===== src/rtl/vga_pkg.sv =====
// Default 640x480@60 timing constants shared by the VGA timing stage.
package vga_pkg;

   localparam int unsigned CNT_W = 10;
   localparam int unsigned RGB_W = 8;

   localparam int unsigned H_ACTIVE_DEF = 640;
   localparam int unsigned H_FP_DEF     = 16;
   localparam int unsigned H_SYNC_DEF   = 96;
   localparam int unsigned H_BP_DEF     = 48;

   localparam int unsigned V_ACTIVE_DEF = 480;
   localparam int unsigned V_FP_DEF     = 10;
   localparam int unsigned V_SYNC_DEF   = 2;
   localparam int unsigned V_BP_DEF     = 33;

   localparam int unsigned H_TOTAL_DEF = H_ACTIVE_DEF + H_FP_DEF + H_SYNC_DEF + H_BP_DEF;
   localparam int unsigned V_TOTAL_DEF = V_ACTIVE_DEF + V_FP_DEF + V_SYNC_DEF + V_BP_DEF;

endpackage


===== src/rtl/vga_tick_gen.sv =====
// Rising-edge detector turning the divided pixel clock into a one-cycle tick.
module vga_tick_gen (
   input  logic clkin,
   input  logic rst,
   input  logic en,
   input  logic pclk,
   output logic tick
);

   logic pclk_d;
   // armed stays low until pclk has been seen low, so a pclk already high
   // when reset releases cannot masquerade as a rising edge.
   logic armed;

   // Sample pclk and track whether a low level has been observed.
   always_ff @(posedge clkin) begin
      if (!rst) begin
         pclk_d <= 1'b0;
         armed  <= ~pclk;
      end else begin
         pclk_d <= pclk;
         armed  <= armed | ~pclk;
      end
   end

   assign tick = pclk & ~pclk_d & en & armed & rst;

endmodule


===== src/rtl/vga_timing_gen.sv =====
// Pixel counters, sync/active decode and registered VGA pin outputs.
module vga_timing_gen
   import vga_pkg::*;
#(
   parameter int unsigned H_ACTIVE = H_ACTIVE_DEF,
   parameter int unsigned H_FP     = H_FP_DEF,
   parameter int unsigned H_SYNC   = H_SYNC_DEF,
   parameter int unsigned H_BP     = H_BP_DEF,
   parameter int unsigned V_ACTIVE = V_ACTIVE_DEF,
   parameter int unsigned V_FP     = V_FP_DEF,
   parameter int unsigned V_SYNC   = V_SYNC_DEF,
   parameter int unsigned V_BP     = V_BP_DEF
) (
   input  logic             clkin,
   input  logic             rst,
   input  logic             en,
   input  logic             pclk,
   input  logic [23:0]      vga_data,
   output logic [CNT_W-1:0] h_addr,
   output logic [CNT_W-1:0] v_addr,
   output logic             pix_tick,
   output logic             hsync,
   output logic             vsync,
   output logic             valid,
   output logic [RGB_W-1:0] vga_r,
   output logic [RGB_W-1:0] vga_g,
   output logic [RGB_W-1:0] vga_b,
   output logic             frame_start
);

   localparam int unsigned H_TOTAL = H_ACTIVE + H_FP + H_SYNC + H_BP;
   localparam int unsigned V_TOTAL = V_ACTIVE + V_FP + V_SYNC + V_BP;

   localparam logic [CNT_W-1:0] H_ACT = CNT_W'(H_ACTIVE);
   localparam logic [CNT_W-1:0] H_SB  = CNT_W'(H_ACTIVE + H_FP);
   localparam logic [CNT_W-1:0] H_SE  = CNT_W'(H_ACTIVE + H_FP + H_SYNC);
   localparam logic [CNT_W-1:0] H_LST = CNT_W'(H_TOTAL - 1);
   localparam logic [CNT_W-1:0] V_ACT = CNT_W'(V_ACTIVE);
   localparam logic [CNT_W-1:0] V_SB  = CNT_W'(V_ACTIVE + V_FP);
   localparam logic [CNT_W-1:0] V_SE  = CNT_W'(V_ACTIVE + V_FP + V_SYNC);
   localparam logic [CNT_W-1:0] V_LST = CNT_W'(V_TOTAL - 1);

   logic             tick;
   logic [CNT_W-1:0] h_cnt;
   logic [CNT_W-1:0] v_cnt;
   logic             active;
   logic             in_hs;
   logic             in_vs;

   vga_tick_gen u_tick (
      .clkin (clkin),
      .rst   (rst),
      .en    (en),
      .pclk  (pclk),
      .tick  (tick)
   );

   assign pix_tick = tick;

   // Phase decode and frame-buffer address from the current counters.
   always_comb begin
      active = (h_cnt < H_ACT) && (v_cnt < V_ACT);
      in_hs  = (h_cnt >= H_SB) && (h_cnt < H_SE);
      in_vs  = (v_cnt >= V_SB) && (v_cnt < V_SE);
      h_addr = active ? h_cnt : '0;
      v_addr = active ? v_cnt : '0;
   end

   // Horizontal/vertical position counters, advanced once per pixel tick.
   always_ff @(posedge clkin) begin
      if (!rst) begin
         h_cnt <= '0;
         v_cnt <= '0;
      end else if (tick) begin
         if (h_cnt == H_LST) begin
            h_cnt <= '0;
            v_cnt <= (v_cnt == V_LST) ? '0 : v_cnt + CNT_W'(1);
         end else begin
            h_cnt <= h_cnt + CNT_W'(1);
         end
      end
   end

   // Output register: captures the pixel addressed in the tick cycle, blanks when disabled.
   always_ff @(posedge clkin) begin
      if (!rst || !en) begin
         vga_r <= '0;
         vga_g <= '0;
         vga_b <= '0;
         valid <= 1'b0;
         hsync <= 1'b1;
         vsync <= 1'b1;
      end else if (tick) begin
         vga_r <= active ? vga_data[23:16] : '0;
         vga_g <= active ? vga_data[15:8]  : '0;
         vga_b <= active ? vga_data[7:0]   : '0;
         valid <= active;
         hsync <= ~in_hs;
         vsync <= ~in_vs;
      end
   end

   // One-cycle marker aligned with pixel (0,0) reaching the pins.
   always_ff @(posedge clkin) begin
      if (!rst) begin
         frame_start <= 1'b0;
      end else begin
         frame_start <= tick && (h_cnt == '0) && (v_cnt == '0);
      end
   end

endmodule


===== config.mk =====
export PLATFORM = sky130hd
export DESIGN_NAME = vga_timing_gen
export DESIGN_NICKNAME = d
export VERILOG_FILES = /design/src/rtl/vga_pkg.sv /design/src/rtl/vga_tick_gen.sv /design/src/rtl/vga_timing_gen.sv
export SDC_FILE = /design/constraint.sdc
export NUM_CORES = 1
export LEC_CHECK = 0
export CAP_MARGIN = 20
export CORE_MARGIN = 1.5
export CORE_UTILIZATION = 44
export CTS_CLUSTER_DIAMETER = 120
export DETAILED_ROUTE_END_ITERATION = 10
export PLACE_DENSITY_LB_ADDON = 0.1
export SLEW_MARGIN = 20
export SYNTH_ARGS = -nofsm -noshare
export SYNTH_HDL_FRONTEND = slang
export SYNTH_HIERARCHICAL = 1
export SYNTH_SLANG_ARGS = --single-unit

===== constraint.sdc =====
create_clock -name clkin -period 2.2 [get_ports clkin]
set_clock_uncertainty 0.15 [all_clocks]
set_input_delay 0.33 -clock clkin [delete_from_list [all_inputs] [get_ports clkin]]
set_output_delay 0.33 -clock clkin [all_outputs]
set_load 0.03 [all_outputs]

==> impl_metrics.toml, run 1 <==
[outcome]
status = "finished, final reports clean"

[route]
num_vias = 1957
vias_per_cell = 5.304
drc = 0
wirelength_microns = 5123
wl_per_cell_microns = 13.88
dr.pass1.iters = 4
drt_iter0_markers = 116
ant_nets = 0

[timing]
finalWorstSetupSlack_ns = 0.1571
finalSetupViolCount = 0
setup-tns-final_ns = 0
hold_violations = 0
rsz0062_at_grt = "false"
fin_crit_sh = 0.9286
final_max_slew_viol_count = 0
min_period_ns = 2.043
fmax_mhz = 489.5

[setup_path]
start_kind = "flip-flop"
critPathMaxFanout = 10
rrSetupSlack_ns = 0.26
critical_path_class = "reg -> out"
crit_arrival_ns = 1.56
rr_startpoint = "h_cnt[9]"
rr_worst_depth = 4
required_ns = 1.72
timing.rr.end = "frame_start"
endpoint_kind = "primary output"

[layout]
syn_to_final_growth_pct = 48.23
fin_nets = 347
antenna_cells = 0
drive_gt1_frac = 0.2000

[clocking]
cts_max_level = 2
hold_buffers = 0
clk_pin_slew_ns = 0.09
cts_buffers = 5
cts_tree = "done"
clockBufferDepth = 2
cts_sinks = 50
worst_skew_pair.late_latency_ns = 0.29
root_buffer = "clkbuf_8"

[global_routing]
grt_pass1_vias = 1713
track_usage = 0.1960
overflow = 0
grt_pass1_wl_microns = 8142
grt_max_degree = 19
antenna_found_initial = 0

[logic_synthesis]
ys.warnings.count = 6
syn_nets = 253
ys_seq_area_frac = 0.4734
async_reset_ff_frac = 0
synth_area_leaders = "dfxtp_1 (47%), a22o_1 (9.9%), and2_1 (5.0%), xor2_1 (3.3%), nor2_1 (3.0%)"
synthesis.area_sq_mm = 0.002115
synth.avg_cell_area_sq_um = 9.568
synthesis.instances = 221
yosysMostFrequentCell = "dfxtp_1"
synth_ff_type = "dfxtp_1"
synth_cell_types = 38
ys_seq_elements = 50
synth_top_area_cell = "dfxtp_1"
synth_commonest_cells = "dfxtp_1 (50), a22o_1 (24), and2_1 (17), nor2_1 (17), nand2_1 (12)"
synth_top_area_frac = 0.4734
synth_edf_count = 0

[floorplanning]
die_y_microns = 72.33
dieArea_sq_mm = 0.005231
boundaryPins = 77
initial_core_util = 0.4537
rows = 25
coreArea_sq_mm = 0.004661
die_w_microns = 72.33

[power]
power_density_mw_per_mm2 = 534.1
leakagePower_nw = 1.300
p_total_mw = 1.674
ir_drop_mv = 0.3958

[hold_path]
hp-class = "reg -> reg"
hold_end = "valid"
min_path_cells = 2
hold_start = "valid"

[placed_design]
io_buffers = 75
place_ws_ns = -0.1443
place_congestion = 0.8221
dp_hpwl_microns = 3881

[run]
max-cap-violations = 0
worst max path at each step:
stage              from   endpoint  slack, ns  depth (start not counted)
3_3_place_gp        rst   v_cnt[6]      -0.07                          7
5_1_grt             rst   v_cnt[8]       0.05                          7
3_5_place_dp        rst   v_cnt[9]      -0.14                          7
4_1_cts        h_cnt[7]  h_addr[3]      0.006                          6
6_report       h_cnt[9]  h_addr[9]       0.16                          6
2_1_floorplan       rst   v_cnt[7]       0.10                          7
cells in the final DEF, fill, tap and decap left out, types with 2 or more instances in the layout:
master           count
or3_1                4
a22o_1              24
nand3_1              7
ha_1                 4
and4_1               3
buf_4               44
mux2i_1              2
inv_1                7
o41ai_1              2
o21ai_0              4
o2111ai_1            2
nand2_1             12
a21oi_1              4
and2_1              17
and3_1               3
nor3_1               6
clkbuf_8             5
nand4_1              7
dfxtp_1             47
xor2_1               8
nor4_1               2
dfxtp_2              3
nor2_1              16
xnor2_1              6
nand4b_1             2
and2_2               2
clkdlybuf4s50_1     55
logic make-up after synthesis:
family	count (synthesis)	share of synthesized area
DFF	50	0.4734
buffers and inverters	20	0.04260
xor gates and xnor gates	14	0.05799
AOI/OAI and AO/OA	39	0.1450
muxes	2	0.009468
adders and majority gates	4	0.02367
other	1	0.001773
and+or+nand+nor	91	0.2461
sequential cells by signal, indices dropped and copies added, names as in the netlist:
register       cells
frame_start        1
vsync              1
valid              1
v_cnt             10
vga_r              8
hsync              1
vga_g              8
vga_b              8
h_cnt             10
u_tick/pclk_d      1
u_tick/armed       1
critical path, cell delays in order (launching register included):
cell	delay [ns]
dfxtp_1	0.43
o21ai_1	0.14
nand2_1	0.12
nor2_2	0.06
buf_4	0.18
and2_2	0.18
buf_4	0.16
power by group:
part | switching (mW) | total (mW) | internal [mW]
logic | 0.0560 | 0.133 | 0.0771
clock network | 0.290 | 0.624 | 0.335
registers | 0.00416 | 0.917 | 0.912
total | 0.350 | 1.67 | 1.32
metrics by stage:
step / utilization / hold WS (ns) / instances / instance area [sq um]
floorplan: - / 0.2419 / 221 / 2115
global placement: 0.6462 / 0.3118 / 361 / 3012
detailed placement: 0.6462 / 0.3124 / 361 / 3012
CTS: 0.6709 / 0.3346 / 369 / 3127
global route: 0.6725 / 0.3528 / 369 / 3134
finish: 0.6725 / 0.3315 / 369 / 3134
per-layer routing:
layer / global-route usage / up-vias / routed length, microns
met5: 0 / - / 0
met4: 0.05241 / 0 / 27
met3: 0.05556 / 2 / 274
met2: 0.3014 / 60 / 2350
met1: 0.2710 / 922 / 2470
li1: - / 973 / -
repair_timing:
action | CTS | global route
setup buffers | 1 | 0
endpoints found under the setup margin | 2 | 15
pin swaps | 1 | 0
resized for setup | 0 | 6
layout make-up:
type	instances	area, sq um
fill	412	1526
clock buffer	5	68.82
inverter	7	26.28
tap	54	67.56
multi-input combinational	151	1027
clock inverter	2	38.79
timing repair buffer	100	900.9
sequential	50	1005
Note: power is estimated with default switching activity, not from simulation.
==> inputs of run 2 (changes only) <==
Settings changed: CTS_CLUSTER_DIAMETER 120 to unset.
==> results of run 2 <==
Final layout, timing and power as in run 1 (identical DEF).
==> inputs of run 3 (changes only) <==
Settings changed: GPL_ROUTABILITY_DRIVEN set to 0.
==> results of run 3 <==
Final layout, timing and power as in run 1 (identical DEF).
==> patch 1: new RTL, settings of run 1 <==
Add an input register stage for `en` and `vga_data`; this delays them by one clock.
--- a/src/rtl/vga_timing_gen.sv
+++ b/src/rtl/vga_timing_gen.sv
@@ -40,6 +40,14 @@
    localparam logic [CNT_W-1:0] V_SE  = CNT_W'(V_ACTIVE + V_FP + V_SYNC);
    localparam logic [CNT_W-1:0] V_LST = CNT_W'(V_TOTAL - 1);
 
+   logic en_q;
+   logic [23:0] vga_data_q;
+
+   always_ff @(posedge clkin) begin
+      en_q       <= en;
+      vga_data_q <= vga_data;
+   end
+
    logic             tick;
    logic [CNT_W-1:0] h_cnt;
    logic [CNT_W-1:0] v_cnt;
@@ -50,7 +58,7 @@
    vga_tick_gen u_tick (
       .clkin (clkin),
       .rst   (rst),
-      .en    (en),
+      .en    (en_q),
       .pclk  (pclk),
       .tick  (tick)
    );
@@ -83,7 +91,7 @@
 
    // Output register: captures the pixel addressed in the tick cycle, blanks when disabled.
    always_ff @(posedge clkin) begin
-      if (!rst || !en) begin
+      if (!rst || !en_q) begin
          vga_r <= '0;
          vga_g <= '0;
          vga_b <= '0;
@@ -91,9 +99,9 @@
          hsync <= 1'b1;
          vsync <= 1'b1;
       end else if (tick) begin
-         vga_r <= active ? vga_data[23:16] : '0;
-         vga_g <= active ? vga_data[15:8]  : '0;
-         vga_b <= active ? vga_data[7:0]   : '0;
+         vga_r <= active ? vga_data_q[23:16] : '0;
+         vga_g <= active ? vga_data_q[15:8]  : '0;
+         vga_b <= active ? vga_data_q[7:0]   : '0;
          valid <= active;
          hsync <= ~in_hs;
          vsync <= ~in_vs;
Function: changed (Yosys sat finds a counterexample within 4 cycles, from zero or initial values and one cycle with rst low).
==> patch 1 against run 1 <==
Clock power grew 73%; routed wire length grew 23%; final area is 27% higher; sequential cell count rose by 25; synthesized cell count rose by 12%; synthesized area increased by 31%; total power is 55% higher; setup slack worse by 0.12 ns; global-route usage is 0.62 points lower; register-to-register slack worse by 0.10 ns.
==> patch 1: results <==
set metrics [dict create \
    status "finished, final reports clean" \
    route.vias.total 2177 \
    critical-path-top-delay-family "buffers and inverters" \
    crit_fanout 8 \
    routabilityCongestion 0.779 \
    top_regs "vga_data_q: 24 flops, h_cnt: 10 flops, v_cnt: 10 flops" \
    syn_nets 280 \
    cts_made_buffers 9 \
    grt_max_degree 26 \
    dp_hpwl_mm 4.30 \
    worst_path_largest_cell_delay_ns 0.32 \
    synthMuxAreaShare 0.0109 \
    post-cts-setup-buffers 0 \
    yosys-top-cells-count "dfxtp_1, a22o_1, nor2_1" \
    nets 374 \
    cpMaxStageDelayCell "dfxtp_2" \
    clk_latency_ns 0.34 \
    drive_gt1_frac 0.282 \
    synthTopCellsByArea "dfxtp_1, a22o_1, xnor2_1" \
    wirelength_mm 6.28 \
    grt_usage 0.190 \
    synthAdderAreaFrac 0.0181 \
    grt_pass1_vias 1981 \
    peakVddDrop_mv 0.468 \
    final_cells 422 \
    ys_types 57 \
    crit_arrival_ns 1.69 \
    dp_slack_ns -0.273 \
    min_path_type "input pin to flop" \
    synth_compound_area_frac 0.128 \
]
-- patch 1: cell type report --
cell class / count / share of cell area
flip-flops and latches: 75 / 0.379
clock buffers: 10 / 0.0347
multi-input cells: 149 / 0.294
repair buffers: 100 / 0.245
clock inverters: 6 / 0.0177
well taps: 75 / 0.0237
inverters: 7 / 0.00662
-- patch 1: power by group through the flow --
stage               clock network [mW]  logic [mW]  registers (mW)
finish                            1.08       0.121            1.40
global route                      1.16       0.131            1.40
CTS                               1.10       0.121            1.40
detailed placement                   0       0.121            1.43
global placement                     0       0.120            1.43
floorplan                            0      0.0411            1.44
-- patch 1: cell families (layout without fill, tap and decap cells) --
kind of cell,count (synthesis),count (layout)
AND/OR/NAND/NOR,88,88
flip-flops,75,75
AO/OA/AOI/OAI,42,42
buffers and inverters,24,123
XOR/XNOR,11,11
adder cells (fa/ha/maj),4,4
multiplexers,3,3
other,1,1
-- patch 1: metrics by stage --
stage | area, sq um | power, mW | setup TNS (ns)
floorplan | 2770 | 1.48 | 0
global placement | 3610 | 1.55 | -7.06
detailed placement | 3610 | 1.55 | -7.61
CTS | 3820 | 2.63 | 0
global route | 3970 | 2.70 | -0.329
finish | 3970 | 2.60 | 0
-- patch 1: final timing paths --
check	startpoint	to	slack (ns)	depth (start not counted)
max	h_cnt[8]	h_addr[4]	0.03	6
min reg2reg	vga_data_q[20]	vga_r[4]	0.30	1
max reg2reg	v_cnt[7]	vga_g[7]	0.16	9
min	vga_data[2]	vga_data_q[2]	0.27	1
-- patch 1: per-layer routing --
| layer | track usage | vias to the layer above | wire length (um) |
|---|---|---|---|
| met4 | 0.0492 | 0 | 57 |
| met2 | 0.279 | 63 | 3020 |
| li1 | - | 1071 | - |
| met3 | 0.0857 | 7 | 379 |
| met1 | 0.252 | 1036 | 2820 |
| met5 | 0 | - | 0 |
==> patch 2: new RTL, settings of run 1 <==
Made on the original files. `CNT_W`: 10 -> 20.
--- a/src/rtl/vga_pkg.sv
+++ b/src/rtl/vga_pkg.sv
@@ -1,7 +1,7 @@
 // Default 640x480@60 timing constants shared by the VGA timing stage.
 package vga_pkg;
 
-   localparam int unsigned CNT_W = 10;
+   localparam int unsigned CNT_W = 20;
    localparam int unsigned RGB_W = 8;
 
    localparam int unsigned H_ACTIVE_DEF = 640;
Interface: changed (resized h_addr and v_addr); port bits go from 77 to 97. The function was not compared with the original's and may differ.
==> patch 2 against run 1 <==
The run now ends with setup timing left; final area up 63%; total power is 46% higher; sequential cell count is 20 higher; non-clock buffer count is 48 higher; routed wire length increased by 71%; synthesized cell count up 64%; fmax decreased by 26%; setup slack worse by 0.72 ns; register-to-register slack lost 0.65 ns; synthesized area is 54% higher; largest cell class unchanged.
==> patch 2: results <==
set metrics [dict create \
    violations "setup timing" \
    ys_types 40 \
    setup_ws_ns -0.562 \
    met3_usage 0.0416 \
    met1_usage 0.278 \
    grt_pass1_wl_mm 12.9 \
    cpMaxStageDelayCell "or4_4" \
    route.vias.total 3061 \
    status "finished with violations" \
    grt_usage 0.212 \
    synthTopCellsByArea "dfxtp_1, a22o_1, xor2_1" \
    peakVddDrop_mv 0.313 \
    yosys-top-cells-count "dfxtp_1, nor2_1, nand2_1" \
    setup-violations-final 82 \
    clk_latency_ns 0.35 \
    power_density_mw_per_mm2 478 \
    met2_usage 0.343 \
    crit_fanout 14 \
    wl_per_cell_um 14.3 \
    yosysSeqAreaShare 0.431 \
    grt_max_degree 25 \
    dp_slack_ns -0.353 \
    cts-htree-levels 3 \
    top_regs "h_cnt: 20 flops, v_cnt: 20 flops" \
    dp_hpwl_mm 6.00 \
    nets 538 \
    fin_setup_tns_ns -24.32 \
    critical-path-top-delay-family "simple AND/OR/NAND/NOR gates" \
    combPwrFrac 0.085 \
    switchingPower_mw 0.635 \
    p_leak_nw 2.05 \
    place_area_sq_mm 0.00458 \
    grt_pass1_vias 2736 \
    routabilityCongestion 0.839 \
    drt_first_iter_violations 97 \
    drive_gt1_frac 0.294 \
    yosys_warnings 6 \
    crit_arrival_ns 2.28 \
]
## patch 2: changes by cell type in the layout (fill, tap and decap cells not counted), sizes merged, moves of 9 or more
cell	run 1	this run
conb	1	21
xor2	8	21
nand2	12	25
nor2	17	41
nand3	7	19
clkbuf	5	14
nor4	3	14
dfxtp	50	70
buf	45	89
nand4	7	16
## patch 2: what timing repair did
action,4_1_cts,5_1_grt
hold buffers,0,0
setup endpoints to repair,80,81
pin swaps,7,10
setup buffers,8,7
cloned,2,5
resized for setup,26,15
## patch 2: metal layers
metal,vias to the layer above,part of all wire
li1,1526,-
met1,1465,0.45
met2,56,0.50
met3,14,0.029
met4,0,0.020
met5,-,0
## patch 2: worst paths after layout
check | from | to | slack (ns) | cells after the start
setup / recovery | h_cnt[18] | h_addr[4] | -0.56 | 7
hold / removal | vga_b[7] | vga_b[7] | 0.33 | 1
setup reg to reg | h_cnt[18] | v_cnt[2] | -0.39 | 10
hold reg to reg | vga_b[7] | vga_b[7] | 0.33 | 1
## patch 2: kinds of logic after synthesis
kind of cell               Yosys count  share of synthesized area
DFF                                 70                      0.431
other                                1                    0.00115
AOI/OAI and AO/OA                   42                      0.103
xor gates and xnor gates            32                     0.0862
adders and majority gates            4                     0.0154
muxes                                2                    0.00616
buffers and inverters               42                     0.0750
and+or+nand+nor                    169                      0.282
## patch 2: layout make-up
class                      count  area, sq um
clock buffer                  10          138
clock inverter                 6         45.0
fill                         562         2090
inverter                       7         26.3
multi-input combinational    270         1870
sequential                    70         1400
tap                           99          124
timing repair buffer         148         1510
## patch 2: stage by stage
stage / instances / utilization
after floorplan: 382 / -
after global placement: 576 / 0.634
after detailed placement: 576 / 0.634
after CTS: 600 / 0.686
after global routing: 610 / 0.710
final: 610 / 0.710
